[src/rtl/sap_control_core.sv]
// SAP-style CPU control core: fetch/execute sequencer, opcode decoder and accumulator ALU.
// Optional INC/DEC opcodes (9/A) are built only when CPU_INCDEC_EN is defined.
module sap_control_core #(
  parameter int DATA_W = 8
) (
  input  logic              clk,
  input  logic              rst,
  input  logic [3:0]        opcode,
  input  logic [DATA_W-1:0] a,
  input  logic [DATA_W-1:0] b,
  output logic [DATA_W-1:0] result,
  output logic              alu_enable,
  output logic              sub,
  output logic              inc_a,
  output logic              dec_a,
  output logic              c,
  output logic              z,
  output logic              pc_enable,
  output logic              pc_inc,
  output logic              pc_load,
  output logic              mar_load,
  output logic              ram_read,
  output logic              ram_write,
  output logic              in_bus,
  output logic              out_bus,
  output logic              reg_load_a,
  output logic              reg_enable_a,
  output logic              reg_load_b,
  output logic              reg_enable_b,
  output logic              reg_load_o,
  output logic              fetch_complete,
  output logic [1:0]        step,
  output logic [1:0]        steps_required,
  output logic              halted
);

  typedef enum logic [1:0] {S_F0, S_F1, S_EXEC, S_HALT} state_t;

  localparam logic [DATA_W:0] ONE      = {{DATA_W{1'b0}}, 1'b1};
  localparam logic [DATA_W:0] ALL_ONES = {1'b0, {DATA_W{1'b1}}};

  state_t          state, state_nx;
  logic [1:0]      step_nx;
  logic [DATA_W:0] sum;

  // State register; flags only update on cycles where the ALU drives the bus.
  always_ff @(posedge clk) begin
    if (!rst) begin
      state <= S_F0;
      step  <= 2'd0;
      c     <= 1'b0;
      z     <= 1'b0;
    end else begin
      state <= state_nx;
      step  <= step_nx;
      if (alu_enable) begin
        c <= sum[DATA_W];
        z <= (sum[DATA_W-1:0] == '0);
      end
    end
  end

  always_comb begin
    case (opcode)
      4'h1, 4'h4: steps_required = 2'd1;
      4'h2, 4'h3: steps_required = 2'd2;
      default:    steps_required = 2'd0;
    endcase
  end

  always_comb begin
    state_nx = state;
    step_nx  = step;
    case (state)
      S_F0: begin
        state_nx = S_F1;
        step_nx  = 2'd0;
      end
      S_F1: begin
        state_nx = S_EXEC;
        step_nx  = 2'd0;
      end
      S_EXEC: begin
        if (opcode == 4'hF) begin
          state_nx = S_HALT;
          step_nx  = 2'd0;
        end else if (step == steps_required) begin
          state_nx = S_F0;
          step_nx  = 2'd0;
        end else begin
          step_nx = step + 2'd1;
        end
      end
      default: begin
        state_nx = S_HALT;
        step_nx  = 2'd0;
      end
    endcase
  end

  // Strobes are held low through reset; fetch_complete/halted reflect the state register.
  always_comb begin
    alu_enable   = 1'b0;
    sub          = 1'b0;
    inc_a        = 1'b0;
    dec_a        = 1'b0;
    pc_enable    = 1'b0;
    pc_inc       = 1'b0;
    pc_load      = 1'b0;
    mar_load     = 1'b0;
    ram_read     = 1'b0;
    ram_write    = 1'b0;
    in_bus       = 1'b0;
    out_bus      = 1'b0;
    reg_load_a   = 1'b0;
    reg_enable_a = 1'b0;
    reg_load_b   = 1'b0;
    reg_enable_b = 1'b0;
    reg_load_o   = 1'b0;
    fetch_complete = (state == S_EXEC);
    halted         = (state == S_HALT);
    if (rst) begin
      case (state)
        S_F0: begin
          pc_enable = 1'b1;
          mar_load  = 1'b1;
        end
        S_F1: begin
          ram_read = 1'b1;
          in_bus   = 1'b1;
          pc_inc   = 1'b1;
        end
        S_EXEC: begin
          case (opcode)
            4'h1, 4'h2, 4'h3, 4'h4: begin
              if (step == 2'd0) begin
                out_bus  = 1'b1;
                mar_load = 1'b1;
              end else if (step == 2'd1) begin
                ram_read     = (opcode != 4'h4);
                reg_load_a   = (opcode == 4'h1);
                reg_load_b   = (opcode == 4'h2) || (opcode == 4'h3);
                reg_enable_a = (opcode == 4'h4);
                ram_write    = (opcode == 4'h4);
              end else begin
                alu_enable = 1'b1;
                reg_load_a = 1'b1;
                sub        = (opcode == 4'h3);
              end
            end
            4'h5: begin
              out_bus    = 1'b1;
              reg_load_a = 1'b1;
            end
            4'h6: begin
              out_bus = 1'b1;
              pc_load = 1'b1;
            end
            4'h7: begin
              out_bus = c;
              pc_load = c;
            end
            4'h8: begin
              out_bus = z;
              pc_load = z;
            end
`ifdef CPU_INCDEC_EN
            4'h9: begin
              alu_enable = 1'b1;
              inc_a      = 1'b1;
              reg_load_a = 1'b1;
            end
            4'hA: begin
              alu_enable = 1'b1;
              dec_a      = 1'b1;
              reg_load_a = 1'b1;
            end
`endif
            4'hE: begin
              reg_enable_a = 1'b1;
              reg_load_o   = 1'b1;
            end
            default: ;
          endcase
        end
        default: ;
      endcase
    end
  end

  // Later assignments override earlier ones, giving inc > dec > sub > add.
  always_comb begin
    sum = sub ? ({1'b0, a} + {1'b0, ~b} + ONE) : ({1'b0, a} + {1'b0, b});
`ifdef CPU_INCDEC_EN
    if (dec_a) sum = {1'b0, a} + ALL_ONES;
    if (inc_a) sum = {1'b0, a} + ONE;
`endif
  end

  assign result = alu_enable ? sum[DATA_W-1:0] : '0;

endmodule

[config.mk]
export PLATFORM = sky130hd
export DESIGN_NAME = sap_control_core
export DESIGN_NICKNAME = d
export VERILOG_FILES = /design/src/rtl/sap_control_core.sv
export SDC_FILE = /design/constraint.sdc
export NUM_CORES = 1
export LEC_CHECK = 0
export ABC_CLOCK_PERIOD_IN_PS = 2790
export CAP_MARGIN = 25
export CORE_MARGIN = 1.5
export CORE_UTILIZATION = 35
export CTS_BUF_LIST = sky130_fd_sc_hd__clkbuf_16
export CTS_CLUSTER_DIAMETER = 80
export DETAILED_ROUTE_END_ITERATION = 16
export PLACE_DENSITY = 0.73
export RECOVER_POWER = 100
export SLEW_MARGIN = 10
export SYNTH_ARGS = -nofsm -noshare
export SYNTH_HDL_FRONTEND = slang
export SYNTH_SLANG_ARGS = --single-unit
[constraint.sdc]
create_clock -name clk -period 2.79 [get_ports clk]
set_clock_uncertainty 0.15 [all_clocks]
set_input_delay 0.558 -clock clk [delete_from_list [all_inputs] [get_ports clk]]
set_output_delay 0.558 -clock clk [all_outputs]
set_load 0.1 [all_outputs]
# Yosys cells after proc, flatten, opt, wreduce, memory -nomap -nowiden
# Index checks and enable logic that the tools add are counted.
# word_totals
output_inout_bits	33
register_bits	6
inputBits	22
# classes
muxes	56
eq_ne	17
bitwise	3
n_reduce_logical	9
addsub	4
# ops
op	n
two-way mux 1 bit	44
adder 8 x 8 -> 9 bit	2
equality test 4 x 3 -> 1 bit, second input constant	4
equality test 4 bit, second input constant	3
adder 9 x 1 -> 9 bit, second input constant	1
two-way mux 9 bit	1
equality test 4 x 2 -> 1 bit, second input constant	2
logical NOT 8 bit	1
two-way mux 8 bit	1
inverter 8 bit	1
one-hot mux 1 bit (2 select lines)	4
OR reduction 4 bit	2
one-hot mux 2 bit (3 select lines)	1
OR reduction 2 bit	3
equality test 2 x 1 -> 1 bit, second input constant	2
equality test 2 bit, second input constant	2
equality test 4 x 1 -> 1 bit, second input constant	1
logical NOT 2 bit	2
two-way mux 2 bit	2
inequality test 4 x 3 -> 1 bit, second input constant	1
one-hot mux 1 bit (4 select lines)	1
one-hot mux 2 bit (2 select lines)	1
inequality test 3 x 1 -> 1 bit, second input constant	1
one-hot mux 1 bit (3 select lines)	1
4 further kinds	5

# Logic depth before layout (Yosys ltp)
# Gate-level depths: netlist of run 1.
# logic_depth
ltp_word	8
mapped_depth	10
depth_no_buf	10

# Least setup slack after synthesis of run 1
# Ideal clock, no wire load.
# synth_path
kind	input-to-output
startpoint	input opcode[1]
endpoint	output reg_load_b
stages	4
n_path_buf	1
slack_ns	-3.201
arrival_ns	5.283
path_cell_list	buf_2 nor2b_1 nor2b_1 nor4bb_1
# synth_between
elab_chain_cells	7
# synth_rtl
element	line	text
start: declaration	8	input logic [3:0] opcode,
equality test 4 x 2 -> 1 bit	134, 142	
logical OR 1 bit	142	reg_load_b = (opcode == 4'h2) || (opcode == 4'h3);
two-way mux 1 bit	139	end else if (step == 2'd1) begin
two-way mux 1 bit	136	if (step == 2'd0) begin
two-way mux 1 bit *	134	case (opcode)
two-way mux 1 bit *	123	case (state)
two-way mux 1 bit *	122	if (rst) begin
end: declaration	28	output logic reg_load_b,
# Mark *: on every way between the ends. The rest lies on a longest branch, timed or not.

# Worst setup path after layout of run 1
# layout_path
startpoint	input a[0]
endpoint	output result[6]
# layout_between
elab_chain_cells	4
# layout_rtl
element	line	text
start: declaration	9	input logic [DATA_W-1:0] a,
adder 8 x 8 -> 9 bit	193	sum = sub ? ({1'b0, a} + {1'b0, ~b} + ONE) : ({1'b0, a} + {1'b0, b});
adder 9 x 1 -> 9 bit	193	
two-way mux 9 bit *	193	
two-way mux 8 bit *	200	assign result = alu_enable ? sum[DATA_W-1:0] : '0;
end: declaration	11	output logic [DATA_W-1:0] result,
# Marked as above.

==> impl_results.md, run 1 <==
- Max_cap viols: 0
- Routed len/inst: 16.3 um
- Placed Area: 2610 um2
- Slew headroom: 0.216
- Most frequent cells after synthesis: ha_1 (22), inv_1 (18), nor2_1 (18)
- Synth Register Bits: 6
- Slew Limit Fails: 0
- Number of CTS-inserted buffers: 3
- Clock sink count: 6
- Vias in the first global route: 1775
- Ranking of synthesized cells by area: ha_1 (21%), dfxtp_1 (8.9%), xnor2_1 (5.2%)
- Final Setup Violations: 10
- Internal power: 0.535 mW
- Area of the multi-input gates: 1460 um2
- M1 GR Usage: 0.276
- Status: finished, violations left
- Largest family of logic cells by synthesized area: simple AND/OR/NAND/NOR gates
- Sw frac: 0.435
- Inserted Diodes: 0
- Post-route setup slack: -331 ps
- Root buf cell: clkbuf_16
- Largest net degree at the start of global routing: 15
- Post-route DRC: 0
- Final GP Congestion: 0.902
- Fin. Hold Viols: 0
- Yosys cell types: 46
- Row Count: 22
- Initial DRC Count: 53
- Fraction of layout cells with a size suffix above 1: 0.560
- Clock slew at reported path FFs: 30 ps
- CP Data Required Time: 2080 ps
- Cells after DPL: between 300 and 400
- Post-Syn Area: between 1000 and 1500 um2
- Pre-CTS setup slack: -913 ps
- Sequential fraction of design power: 0.102
- Crit Path Max Fanout: 2
- Most frequent cell after synthesis: ha_1
- Critical path class: input port to output port
- Crit. End Element: output port
- First-pass GRT wire length: 8.16 mm
- Power share of the combinational group: 0.645
- CP Launch Type: input port
- YS warnings: 0
- Syn_area_per_cell: 7.46 um2
- Hold WC Path Type: register to register
- Synth Area in XOR/XNOR: 0.0652
- Final cycle utilization of the critical path: 1.12
- CTS Hold Bufs: 0
- R2r setup slk: -120 ps
- Detailed-route vias per instance: 5.23
- Sequential fraction of the synthesis area: 0.0895
- Cell taking the most area after synthesis: ha_1
- Total global-route track usage: 0.245
- WHS: 364 ps
- DP HPWL: around 3.5 mm
- Min Tclk post-route: 3120 ps
- Crit path DAT: 2410 ps
- Failing checks: setup timing
- Die Wd: about 65 um
- CTS HTree Levels: 1
- RSZ-0062 raised after global routing: true
- CTS tree: built
- EDFF count, synth: 0
- Total negative slack: -1810 ps
- Register area: 128 um2
- Gr ovfl total: 0
- Core area: 3660 um2
- Final core area utilization: 0.792
- Mux contribution to synthesized area: 0.0224
- Via count: 1735
- Met3 usage: 0.0313
- Power per standard cell area: 327 nW/um2
- Area share of fa/ha/maj cells after synthesis: 0.235
- IO buf count: 51
- Initial antenna violation count: 0
- Die Ht: ~65 um
- Routed Wire Length: between 5 and 6 mm
- Post-synthesis compound-gate area fraction: 0.187
- Simple-gate area share of the yosys netlist: 0.291
- Post-synth ARST share: 0
- First-pass iteration count of the detailed router: 5
- Clk_lat worst skew: 230 ps
- Met2 Use GR: 0.483
- Antenna Nets Post-Route: 0
- Layout fillers: 215
- Worst VDD drop: 0.000187 V
- Static Leak: 1.24 nW
- Finished Layout Cells: 332
- Switching pwr: roughly 0.41 mW
- P&R area growth vs syn: 116%
- Top FF cell, synth: dfxtp_1
- Initial Utilization: 0.367
- Longest Clk Path Bufs: 2
- Die area: 4220 um2
- Fin area: 2900 um2
- I/O pins: 55
- FMAX: 320 MHz
- Clock network power share: 0.253
- Most congested layer reported by global routing: met2
- Nets: ~330
- Post-synth top area share: 0.205
- Power Total: 0.946 mW
- Post-Synthesis Cells: 180
- Worst slew pin tran: 1180 ps
==> power groups by stage <==
| stage | sequential, mW | combinational [mW] | clock, mW |
|---|---|---|---|
| 6_report | 0.0970 | 0.610 | 0.239 |
| 4_1_cts | 0.0963 | 0.582 | 0.240 |
| 3_5_place_dp | 0.0976 | 0.519 | 0 |
| 2_1_floorplan | 0.0990 | 0.336 | 0 |
| 5_1_grt | 0.0972 | 0.641 | 0.243 |
| 3_3_place_gp | 0.0971 | 0.510 | 0 |
==> what timing repair did <==
action,CTS,global route
gates resized for setup,83,19
pin swaps,26,24
setup endpoints to repair,15,9
buffers inserted,15,4
==> cells by family after synthesis <==
kind of cell | after synthesis
AO/OA/AOI/OAI | 37
XOR/XNOR | 10
adder cells (fa/ha/maj) | 24
buffers and inverters | 30
flip-flops | 6
multiplexers | 3
other | 1
AND/OR/NAND/NOR | 69
==> final timing paths <==
kind | startpoint | endpoint | cells past startpoint
hold reg to reg | z$_SDFFE_PN0P_ | z$_SDFFE_PN0P_ | 2
hold / removal | z$_SDFFE_PN0P_ | z$_SDFFE_PN0P_ | 2
setup reg to reg | step[1]$_SDFF_PP0_ | z$_SDFFE_PN0P_ | 15
setup / recovery | a[0] | result[6] | 11
==> worst max-delay path, stage by stage <==
cell and delay (ps):
buf_8 100, ha_4 150, fa_2 340, nor2b_4 140
o31ai_4 190, o21bai_2 120, a21oi_2 160, mux2i_1 110
xnor2_1 210, and2_4 180, buf_12 160
==> cell type report <==
type	count	share of cell area
flip-flops and latches	6	0.0440
repair buffers	109	0.374
clock inverters	1	0.00130
multi-input cells	146	0.504
well taps	48	0.0207
inverters	19	0.0302
clock buffers	3	0.0259
==> placed cells by master, fill, tap and decap left out, types with 5 or more instances in the layout <==
cell and count:
xnor2_1 7, buf_12 21, a21oi_1 7, nand3_1 5, nor3_1 5, nor2_4 8, clkbuf_1 10, nand2b_1 6
ha_2 5, nor2b_4 5, buf_6 7, ha_4 8, dlygate4sd2_1 9, nand2_1 6, ha_1 9, buf_4 50
nor2_1 10, inv_1 14
==> metal layers <==
layer	wire length (um)	vias to the layer above
met5	0	-
met4	85	0
met3	228	8
met2	3010	69
met1	2080	828
li1	-	830
==> state kept, by name, indices dropped and copies added (netlist names) <==
register  count
z             1
state         2
c             1
step          2
(Power assumes the default switching activity.)
==> run 2, diff against run 1 <==
--- a/config.mk
+++ b/config.mk
@@ -18,3 +18,4 @@
 export SYNTH_ARGS = -nofsm -noshare
 export SYNTH_HDL_FRONTEND = slang
 export SYNTH_SLANG_ARGS = --single-unit
+export TNS_END_PERCENT = 100
==> results of run 2 <==
No change in the layout: final DEF, timing and power equal those of run 1.
